==> src/rtl/sram_arb_pkg.sv <==
// Shared types for the two-port SRAM arbiter: FSM states, grant encoding,
// bus widths and the round-robin pick.
package sram_arb_pkg;

   localparam int unsigned ADDR_W = 16;
   localparam int unsigned DATA_W = 16;
   localparam int unsigned CNT_W  = 4;

   typedef enum logic [1:0] {
      IDLE,
      ACCESS,
      DONE
   } state_e;

   typedef enum logic {
      GNT_CPU,
      GNT_LDR
   } gnt_e;

   // On a tie the port that did not win last time gets the bus.
   function automatic gnt_e rr_pick(input logic cpu_req, input logic ldr_req, input gnt_e last);
      if (cpu_req && ldr_req) begin
         return (last == GNT_CPU) ? GNT_LDR : GNT_CPU;
      end
      return cpu_req ? GNT_CPU : GNT_LDR;
   endfunction

endpackage

==> src/rtl/sram_arbiter.sv <==
// Round-robin arbiter sharing one single-port SRAM between a CPU port and a
// loader port; each transaction is IDLE -> ACCESS (WAIT_CYCLES) -> DONE.
module sram_arbiter
   import sram_arb_pkg::*;
#(
   parameter int unsigned WAIT_CYCLES = 2   // legal range 1..15
) (
   input  logic              clk,
   input  logic              reset,
   input  logic              cpu_req,
   input  logic              cpu_we,
   input  logic [ADDR_W-1:0] cpu_addr,
   input  logic [DATA_W-1:0] cpu_wdata,
   output logic [DATA_W-1:0] cpu_rdata,
   output logic              cpu_done,
   input  logic              ldr_req,
   input  logic              ldr_we,
   input  logic [ADDR_W-1:0] ldr_addr,
   input  logic [DATA_W-1:0] ldr_wdata,
   output logic [DATA_W-1:0] ldr_rdata,
   output logic              ldr_done,
   output logic [ADDR_W-1:0] sram_addr,
   output logic [DATA_W-1:0] sram_wdata,
   input  logic [DATA_W-1:0] sram_rdata,
   output logic              sram_oe,
   output logic              sram_we,
   output logic              busy
);

   localparam logic [CNT_W-1:0] LAST_CNT = CNT_W'(WAIT_CYCLES - 1);

   state_e            state_q, state_d;
   logic [CNT_W-1:0]  cnt_q, cnt_d;
   gnt_e              gnt_q, gnt_d;
   gnt_e              last_q, last_d;
   logic [ADDR_W-1:0] sram_addr_q, sram_addr_d;
   logic [DATA_W-1:0] sram_wdata_q, sram_wdata_d;
   logic              sram_oe_q, sram_oe_d;
   logic              sram_we_q, sram_we_d;
   logic [DATA_W-1:0] cpu_rdata_q, cpu_rdata_d;
   logic [DATA_W-1:0] ldr_rdata_q, ldr_rdata_d;
   logic              cpu_done_q, cpu_done_d;
   logic              ldr_done_q, ldr_done_d;
   gnt_e              pick;

   // The SRAM bus registers double as the transaction latch: they are loaded
   // on grant and cleared on leaving ACCESS, so port inputs are ignored after.
   always_comb begin
      // NOTE: every always_comb output gets a default first so no path can infer a latch.
      state_d      = state_q;
      cnt_d        = cnt_q;
      gnt_d        = gnt_q;
      last_d       = last_q;
      sram_addr_d  = sram_addr_q;
      sram_wdata_d = sram_wdata_q;
      sram_oe_d    = sram_oe_q;
      sram_we_d    = sram_we_q;
      cpu_rdata_d  = cpu_rdata_q;
      ldr_rdata_d  = ldr_rdata_q;
      cpu_done_d   = 1'b0;
      ldr_done_d   = 1'b0;
      pick         = rr_pick(cpu_req, ldr_req, last_q);

      unique case (state_q)
         IDLE: begin
            if (cpu_req || ldr_req) begin
               gnt_d   = pick;
               cnt_d   = '0;
               state_d = ACCESS;
               if (pick == GNT_CPU) begin
                  sram_addr_d  = cpu_addr;
                  sram_wdata_d = cpu_wdata;
                  sram_we_d    = cpu_we;
                  sram_oe_d    = ~cpu_we;
               end else begin
                  sram_addr_d  = ldr_addr;
                  sram_wdata_d = ldr_wdata;
                  sram_we_d    = ldr_we;
                  sram_oe_d    = ~ldr_we;
               end
            end
         end
         ACCESS: begin
            cnt_d = cnt_q + 1'b1;
            if (cnt_q == LAST_CNT) begin
               state_d      = DONE;
               sram_addr_d  = '0;
               sram_wdata_d = '0;
               sram_oe_d    = 1'b0;
               sram_we_d    = 1'b0;
               cpu_done_d   = (gnt_q == GNT_CPU);
               ldr_done_d   = (gnt_q == GNT_LDR);
               if (sram_oe_q) begin
                  if (gnt_q == GNT_CPU) cpu_rdata_d = sram_rdata;
                  else                  ldr_rdata_d = sram_rdata;
               end
            end
         end
         DONE: begin
            last_d  = gnt_q;
            state_d = IDLE;
         end
         default: state_d = IDLE;
      endcase
   end

   // NOTE: reset is sampled on the clock edge here, and all state uses <= so
   // every flop sees the pre-edge values of the others.
   always_ff @(posedge clk) begin
      if (reset) begin
         state_q      <= IDLE;
         cnt_q        <= '0;
         gnt_q        <= GNT_CPU;
         last_q       <= GNT_LDR;
         sram_addr_q  <= '0;
         sram_wdata_q <= '0;
         sram_oe_q    <= 1'b0;
         sram_we_q    <= 1'b0;
         cpu_rdata_q  <= '0;
         ldr_rdata_q  <= '0;
         cpu_done_q   <= 1'b0;
         ldr_done_q   <= 1'b0;
      end else begin
         state_q      <= state_d;
         cnt_q        <= cnt_d;
         gnt_q        <= gnt_d;
         last_q       <= last_d;
         sram_addr_q  <= sram_addr_d;
         sram_wdata_q <= sram_wdata_d;
         sram_oe_q    <= sram_oe_d;
         sram_we_q    <= sram_we_d;
         cpu_rdata_q  <= cpu_rdata_d;
         ldr_rdata_q  <= ldr_rdata_d;
         cpu_done_q   <= cpu_done_d;
         ldr_done_q   <= ldr_done_d;
      end
   end

   assign sram_addr  = sram_addr_q;
   assign sram_wdata = sram_wdata_q;
   assign sram_oe    = sram_oe_q;
   assign sram_we    = sram_we_q;
   assign cpu_rdata  = cpu_rdata_q;
   assign ldr_rdata  = ldr_rdata_q;
   assign cpu_done   = cpu_done_q;
   assign ldr_done   = ldr_done_q;
   assign busy       = (state_q != IDLE);

endmodule
==> config.mk <==
export PLATFORM = sky130hd
export DESIGN_NAME = sram_arbiter
export DESIGN_NICKNAME = d
export VERILOG_FILES = /design/src/rtl/sram_arb_pkg.sv /design/src/rtl/sram_arbiter.sv
export SDC_FILE = /design/constraint.sdc
export NUM_CORES = 1
export LEC_CHECK = 0
export ABC_AREA = 0
export BUFFER_PORTS_ARGS = -buffer_cell sky130_fd_sc_hd__buf_2
export CAP_MARGIN = 5
export CELL_PAD_IN_SITES_DETAIL_PLACEMENT = 0
export CELL_PAD_IN_SITES_GLOBAL_PLACEMENT = 1
export CORE_MARGIN = 8
export CORE_UTILIZATION = 35
export CTS_BUF_LIST = sky130_fd_sc_hd__clkbuf_8 sky130_fd_sc_hd__clkbuf_16
export DETAILED_ROUTE_END_ITERATION = 6
export GPL_TIMING_DRIVEN = 0
export PLACE_DENSITY_LB_ADDON = 0.05
export SYNTH_ARGS = -nofsm -noshare
export SYNTH_HDL_FRONTEND = slang
export SYNTH_SLANG_ARGS = --single-unit
==> constraint.sdc <==
create_clock -name clk -period 2.9 [get_ports clk]
set_clock_uncertainty 0.2 [all_clocks]
set_input_delay 0.725 -clock clk [delete_from_list [all_inputs] [get_ports clk]]
set_output_delay 0.725 -clock clk [all_outputs]
set_load 0.01 [all_outputs]
=== After elaboration in Yosys (flattened, before gate mapping) ===
Index checks and enable logic that the tools add are counted.

* Add/subtract/negate cells: 1
* Multipliers: 0
* Div/mod/pow operators: 0
* Magnitude comparators: 0
* Equality and inequality tests: 5
* Shifts and indexed selects: 0
* Muxes and demuxes: 24
* Bitwise gates (word level): 5
* Reductions and logical operators: 12

{| class="wikitable"
|+ Operator list
! kind !! number
|-
| $mux 16 || 5
|-
| $pmux 16 s2 || 2
|-
| $mux 1 || 10
|-
| $pmux 4 s2 || 1
|-
| $reduce_and 4->1 || 2
|-
| $reduce_and 2->1 || 3
|-
| $not 1->1 || 5
|-
| $add 4x1->4 const B || 1
|-
| $eq 4x1->1 const B || 1
|-
| $mux 2 || 2
|-
| $mux 4 || 1
|-
| $ne 2x2->1 const B || 2
|-
| $pmux 1 s2 || 2
|-
| $pmux 2 s2 || 1
|-
| $reduce_bool 2->1 || 2
|-
| $reduce_and 3->1 || 1
|-
| $reduce_or 3->1 || 1
|-
| $eq 2x1->1 const B || 1
|-
| $eq 2x2->1 const B || 1
|-
| $logic_not 2->1 || 1
|-
| $logic_and 1x1->1 || 1
|-
| $logic_or 1x1->1 || 1
|}

* Register bits after elaboration: 76
* Bits in latches: 0
* Bits in writable memories: 0
* Bits in read-only memories: 0
* Input bits: 86
* Output and inout bits: 69
* Word-level logic and storage cells: 59
* Memories kept: 0

=== Logic depth before layout (Yosys ltp) ===
Gate-level depths: netlist (run 1).

* Word-level depth: 6
* Depth in mapped cells: 7
* Mapped depth without buffers: 5

=== Worst setup path after synthesis (run 1) ===
Ideal clock, no wire load.

* Path kind: input port to flip-flop
* Start: input port cpu_req
* End: register sram_wdata_q[10] (netlist: sram_wdata[10])
* Setup time: 0.071 ns
* Arrival: 1.728 ns
* Required time: 2.629 ns
* Setup slack: 0.901 ns
* Stages: 5
* Buffers on the path: 2
* Path through: buf_6 -> or2_4 -> a221oi_4 -> buf_6 -> o2bb2ai_1

* Longest elaborated chain between the ends: 6
* Elaborated cells on any way between the ends: 10
* Classes of those cells: 1 x eq/ne; 6 x mux; 3 x reduce/logical

{| class="wikitable"
|+ RTL lines
! what !! line !! source
|-
| from (decl) || sram_arbiter.sv:10 || <nowiki>input logic cpu_req,</nowiki>
|-
| $logic_and 1x1->1 || sram_arb_pkg.sv:22 || <nowiki>if (cpu_req && ldr_req) begin</nowiki>
|-
| $mux 1 || sram_arb_pkg.sv:22 ||
|-
| $mux 1 || sram_arb_pkg.sv:25 || <nowiki>return cpu_req ? GNT_CPU : GNT_LDR;</nowiki>
|-
| $mux 16 || sram_arbiter.sv:70 || <nowiki>if (pick == GNT_CPU) begin</nowiki>
|-
| $mux 16 || sram_arbiter.sv:66 || <nowiki>if (cpu_req || ldr_req) begin</nowiki>
|-
| $pmux 16 s2 || sram_arbiter.sv:64 || <nowiki>unique case (state_q)</nowiki>
|-
| to (signal assigned) || sram_arbiter.sv:129 || <nowiki>sram_wdata_q <= sram_wdata_d;</nowiki>
|-
| to (decl) || sram_arbiter.sv:37 || <nowiki>logic [DATA_W-1:0] sram_wdata_q, sram_wdata_d;</nowiki>
|}

Several ways; a longest one is shown, not always the timed one. The select of a mux whose other input is x is not followed.
A chain may end at the register's enable or synchronous reset.

=== Final worst setup path (run 1) ===
* Start: register state_q[0]
* End: output port busy

* Longest elaborated chain between the ends: 1

{| class="wikitable"
|+ RTL lines
! what !! line !! source
|-
| from (decl) || sram_arbiter.sv:32 || <nowiki>state_e state_q, state_d;</nowiki>
|-
| from (signal assigned) || sram_arbiter.sv:124 || <nowiki>state_q <= state_d;</nowiki>
|-
| $reduce_bool 2->1 || sram_arbiter.sv:147 || <nowiki>assign busy = (state_q != IDLE);</nowiki>
|-
| to (decl) || sram_arbiter.sv:27 || <nowiki>output logic busy</nowiki>
|}

Every way passes these cells.

==> impl_metrics.py, run 1 <==
metrics = {
    "run_status": {
        "status": "complete, no violations",
    },
    "clock_tree": {
        "cts_inserted_buffers": 9,
        "ctsHtreeMaxLevel": 3,
        "clk_pin_slew_ns": 0.08,
        "clock_latency_ns": 0.34,
        "cts_setup_buffers": 0,
        "clock-root-buffer": "clkbuf_8",
        "cts_tree": "yes",
        "ctsHoldBuffers": 0,
        "cts_resized": 0,
        "numClockSinks": 76,
        "clockBufferDepth": 2,
    },
    "power": {
        "power_uw": 2540,
        "p_sw_uw": 640,
        "power_frac_clock": 0.427,
        "sw_frac_of_total": 0.252,
        "ir_worst_vdd_mv": 0.301,
        "cellPowerDensity_nw_per_um2": 592,
        "p_seq_frac": 0.440,
        "leakage_uw": 0.00181,
        "p_int_uw": 1900,
        "power_frac_comb": 0.133,
    },
    "critical_path": {
        "rr_startpoint": "cnt_q[0]",
        "start_kind": "register",
        "reg2reg_to": "cpu_rdata[0]",
        "r2r_cells": 5,
        "rrSetupSlack_ns": 0.82,
        "startpoint": "state_q[0]",
        "cp_max_fo": 10,
        "worstSetupPathType": "register to primary output",
        "cp-end-kind": "primary output",
        "cp.arrival_ns": 1.38,
        "crit_end": "busy",
        "critPathRequiredTime_ns": 1.98,
    },
    "detailed_routing": {
        "drt-total-wl_mm": 10.2,
        "wl_per_cell_um": 17.1,
        "drcViolationCount": 0,
        "drtAntennaViolNets": 0,
        "drtPass1Iterations": 4,
        "vias": 3148,
        "vias_per_cell": 5.26,
        "initialDrtViolationCount": 113,
    },
    "yosys": {
        "ys.flop_type": "dfxtp_1",
        "syn_inst": 323,
        "yosysSeqAreaShare": 0.487,
        "async_flop_share": 0,
        "ys_types": 37,
        "yosysWarnings": 0,
        "ys_ff_latch": 76,
        "synth_nets": 411,
        "avgSynthCellArea_um2": 9.68,
        "syn-cell-area_um2": 3130,
        "synth_edf_count": 0,
    },
    "cells_and_area": {
        "syn2layout_area_growth_pct": 37.3,
        "final_common_cell": "buf_2",
        "nNetsFinal": 574,
        "layout_common_cells": "buf_2 (156), dfxtp_1 (76), o21ai_0 (36), a21oi_1 (35), nand3_1 (33)",
        "finalNonFillerCells": 599,
        "layout-drive-gt1-share": 0.381,
        "diodes": 0,
    },
    "run": {
        "max_cap_violations": 0,
    },
    "sta": {
        "setup_viol": 0,
        "drv_slew": 0,
        "rsz0062_at_grt": "no",
        "finalHoldViolCount": 0,
        "period_minus_slack_ns": 2.30,
        "fin_tns_setup_ns": 0,
        "relSlewSlack": 0.572,
        "tightest_slew_ns": 0.637,
        "fmax_ghz": 0.434,
        "period_share": 0.795,
        "hold_slack_ns": 0.261,
    },
    "die": {
        "die-area_um2": 12200,
        "io_pins": 155,
        "num_rows": 34,
        "die_y_um": 111,
        "initial_core_util": 0.360,
        "dieWidth_um": 111,
        "core_um2": 8680,
    },
    "global_route": {
        "grt_pass1_wl_mm": 16.8,
        "grt-ovfl-total": 0,
        "grt_antenna_before_repair": 0,
        "grt_usage": 0.163,
        "grt_max_degree": 15,
        "grt_pass1_vias": 3384,
    },
    "placement": {
        "dpl.cell_count": 583,
        "numPortBuffers": 152,
        "gp_congestion": 0.723,
        "dp_hpwl_mm": 7.80,
    },
    "hold_path": {
        "hp-class": "register to register",
    },
}
## cells by family after synthesis
kind of cell,Yosys count,share of synthesized area
compound gates,145,0.328
fa+ha+maj,2,0.00801
buf+inv,42,0.0649
flops,76,0.487
mux,1,0.00320
simple gates,57,0.109
## final cells by class
class / count / area (µm²)
clock buffer: 9 / 124
clock inverter: 7 / 146
buffer: 37 / 184
tap: 108 / 135
inverter: 5 / 18.8
fill: 916 / 4390
multi-input combinational: 205 / 1400
sequential: 76 / 1520
timing repair buffer: 152 / 761
## cell usage after synthesis (all sizes together), types with 2 or more instances
library cell,count,area (µm²)
o2bb2ai,32,287
nor3,2,10.0
ha,2,25.0
nand3,33,165
o21ai,36,180
nand2b,3,18.8
a221oi,4,52.6
a32o,2,20.0
inv,5,18.8
o31ai,2,15.0
or4,2,15.0
buf,10,80.1
clkbuf,27,104
a32oi,32,280
nand2,4,15.0
or2b,2,15.0
a21oi,35,175
dfxtp,76,1520
## flip-flops by register name, indices dropped and copies added (netlist names)
register,cells
sram_we,1
last_q,1
ldr_done,1
gnt_q,1
sram_wdata,16
cpu_rdata,16
sram_addr,16
ldr_rdata,16
cnt_q,4
cpu_done,1
sram_oe,1
state_q,2
## per-layer routing
layer	global-route usage	part of all wire	wire length, µm
met5	0	0	0
met3	0.0595	0.072	740
met1	0.196	0.45	4570
met2	0.261	0.47	4790
met4	0.0613	0.012	120
## stage by stage
stage                     cell area (µm²)   util  setup slack [ns]
final                                4290  0.495             0.595
after global routing                 4290  0.495             0.498
after floorplan                      3130      -             0.901
after detailed placement             4020  0.463             0.561
after global placement               4020  0.463             0.551
after CTS                            4290  0.495             0.564
## worst min-delay path by stage
stage | slack [ns] | from | endpoint | depth (start not counted)
6_report | 0.26 | sram_addr[5] | sram_addr[5] | 1
5_1_grt | 0.28 | sram_addr[3] | sram_addr[3] | 1
4_1_cts | 0.27 | sram_wdata[5] | sram_wdata[5] | 1
3_5_place_dp | 0.24 | sram_wdata[4] | sram_wdata[4] | 1
3_3_place_gp | 0.24 | sram_wdata[0] | sram_wdata[0] | 1
2_1_floorplan | 0.26 | last_q | last_q | 2
## critical path: stages (launching register included)
cell and delay [ns]:
dfxtp_1 0.31, buf_6 0.13, nor2_2 0.34, inv_1 0.10, buf_2 0.16
## power by group through the flow
| stage | Clock, µW | Sequential [µW] | Combinational [µW] |
|---|---|---|---|
| floorplan | 0 | 1160 | 162 |
| global placement | 0 | 1140 | 342 |
| detailed placement | 0 | 1140 | 344 |
| CTS | 1110 | 1120 | 344 |
| global route | 1160 | 1120 | 375 |
| finish | 1080 | 1120 | 339 |
Note: power is estimated with default switching activity, not from simulation.
==> inputs of run 2 (changes only) <==
--- a/config.mk
+++ b/config.mk
@@ -11,7 +11,7 @@
 export CELL_PAD_IN_SITES_DETAIL_PLACEMENT = 0
 export CELL_PAD_IN_SITES_GLOBAL_PLACEMENT = 1
 export CORE_MARGIN = 8
-export CORE_UTILIZATION = 35
+export CORE_UTILIZATION = 33
 export CTS_BUF_LIST = sky130_fd_sc_hd__clkbuf_8 sky130_fd_sc_hd__clkbuf_16
 export DETAILED_ROUTE_END_ITERATION = 6
 export GPL_TIMING_DRIVEN = 0
==> constraint.sdc (replaced) <==
create_clock -name clk -period 2.3 [get_ports clk]
set_clock_uncertainty 0.2 [all_clocks]
set_input_delay 0.575 -clock clk [delete_from_list [all_inputs] [get_ports clk]]
set_output_delay 0.575 -clock clk [all_outputs]
set_load 0.01 [all_outputs]
==> impl_metrics.py, run 2 (same netlist as run 1, synthesis figures left out) <==
metrics = {
    "detailed_routing": {
        "wl_per_cell_um": 17.4,
        "drtPass1Iterations": 4,
        "drtAntennaViolNets": 0,
        "drt-total-wl_mm": 10.5,
        "vias_per_cell": 5.26,
        "initialDrtViolationCount": 118,
        "vias": 3166,
        "drcViolationCount": 0,
    },
    "critical_path": {
        "critPathRequiredTime_ns": 1.52,
        "crit_path_max_incr_delay_ns": 0.34,
        "crit_chain": "buf_6 > nor2_2 > inv_1 > buf_2",
        "cp.arrival_ns": 1.37,
        "cp-end-kind": "primary output",
        "reg2reg_to": "cpu_rdata[0]",
        "rrSetupSlack_ns": 0.26,
        "worstSetupPathType": "register to primary output",
        "critical-path-top-delay-family": "buffers and inverters",
        "path_buf_inv": 3,
        "rr_startpoint": "cnt_q[1]",
        "slowest_stage": "nor2_2",
        "cp_max_fo": 10,
        "r2r_cells": 7,
        "start_kind": "register",
    },
    "run_status": {
        "status": "complete, no violations",
    },
    "power": {
        "power_uw": 2960,
        "cellPowerDensity_nw_per_um2": 697,
        "leakage_uw": 0.00178,
        "ir_worst_vdd_mv": 0.283,
    },
    "clock_tree": {
        "cts_tree": "yes",
        "ctsHoldBuffers": 0,
        "clock-root-buffer": "clkbuf_8",
        "cts_resized": 0,
        "clockBufferDepth": 2,
        "cts_inserted_buffers": 9,
        "clk_pin_slew_ns": 0.08,
        "ctsHtreeMaxLevel": 3,
        "cts_setup_buffers": 0,
        "clock_latency_ns": 0.34,
        "numClockSinks": 76,
    },
    "cells_and_area": {
        "diodes": 0,
        "layout-drive-gt1-share": 0.379,
        "fin_util": 0.461,
        "syn2layout_area_growth_pct": 35.7,
        "layout_common_cells": "buf_2 (156), dfxtp_1 (76), o21ai_0 (36), a21oi_1 (35), nand3_1 (33)",
        "nNetsFinal": 574,
        "final_common_cell": "buf_2",
        "multi_input_area_um2": 1400,
        "ff_latch_area_um2": 1520,
        "fillCellCount": 962,
    },
    "die": {
        "num_rows": 35,
        "dieWidth_um": 113,
        "die-area_um2": 12800,
        "die_y_um": 113,
        "initial_core_util": 0.340,
        "core_um2": 9200,
        "io_pins": 155,
    },
    "global_route": {
        "grt_antenna_before_repair": 0,
        "grt_max_degree": 14,
        "grt-ovfl-total": 0,
        "grt_pass1_wl_mm": 16.6,
        "grt_usage": 0.159,
        "grt_pass1_vias": 3356,
    },
    "sta": {
        "fmax_ghz": 0.466,
        "finalHoldViolCount": 0,
        "drv_slew": 0,
        "rsz0062_at_grt": "no",
        "fin_tns_setup_ns": 0,
        "period_minus_slack_ns": 2.15,
        "setup_viol": 0,
        "period_share": 0.933,
        "tightest_slew_ns": 0.631,
        "relSlewSlack": 0.576,
    },
    "placement": {
        "gp_congestion": 0.740,
        "dp_hpwl_mm": 8.10,
        "numPortBuffers": 152,
    },
    "hold_path": {
        "min_from": "sram_addr[4]",
        "min_delay_path_depth": 1,
        "hp-class": "register to register",
        "hold_path_end": "sram_addr[4]",
    },
    "run": {
        "max_cap_violations": 0,
    },
}
==> run 2: changes by cell type in the layout (fill, tap and decap cells not counted) <==
cell        change
inv_1           +1
inv_6           -2
bufinv_16       -2
clkinvlp_4      +2
clkinv_2        +1
==> run 2: area by class of cell <==
class / instances / area share
Clock buffer: 9 / 0.0292
Inverter: 5 / 0.00442
Clock inverter: 7 / 0.0218
Tap cell: 111 / 0.0327
Timing Repair Buffer: 152 / 0.179
Multi-Input combinational cell: 205 / 0.330
Sequential cell: 76 / 0.359
Buffer: 37 / 0.0434
==> run 2: worst max path at each step <==
stage                    start              to  cells past startpoint
floorplan              cpu_req  sram_wdata[10]                      5
global route        state_q[0]            busy                      4
global placement       ldr_req    sram_addr[6]                      5
detailed placement     ldr_req    sram_addr[6]                      5
CTS                 state_q[0]            busy                      4
finish              state_q[0]            busy                      4
==> run 2: report_power, final <==
group / switching, µW / internal (µW)
Combinational: 246 / 180
Clock: 514 / 607
Sequential: 34.0 / 1370
==> run 2: stage by stage <==
stage / hold slack, ns / setup slack (ns) / std cells / area, µm²
2_1_floorplan: 0.259 / 0.451 / 323 / 3130
3_3_place_gp: 0.240 / 0.0808 / 586 / 4030
3_5_place_dp: 0.241 / 0.0849 / 586 / 4030
4_1_cts: 0.266 / 0.134 / 602 / 4240
5_1_grt: 0.285 / 0.0244 / 602 / 4240
6_report: 0.259 / 0.154 / 602 / 4240
==> run 2: routing by layer <==
layer	wire, µm	up-vias	global-route usage
met4	114	0	0.0542
met5	0	-	0
li1	-	1580	-
met2	4760	112	0.258
met1	4660	1465	0.188
met3	925	9	0.0618
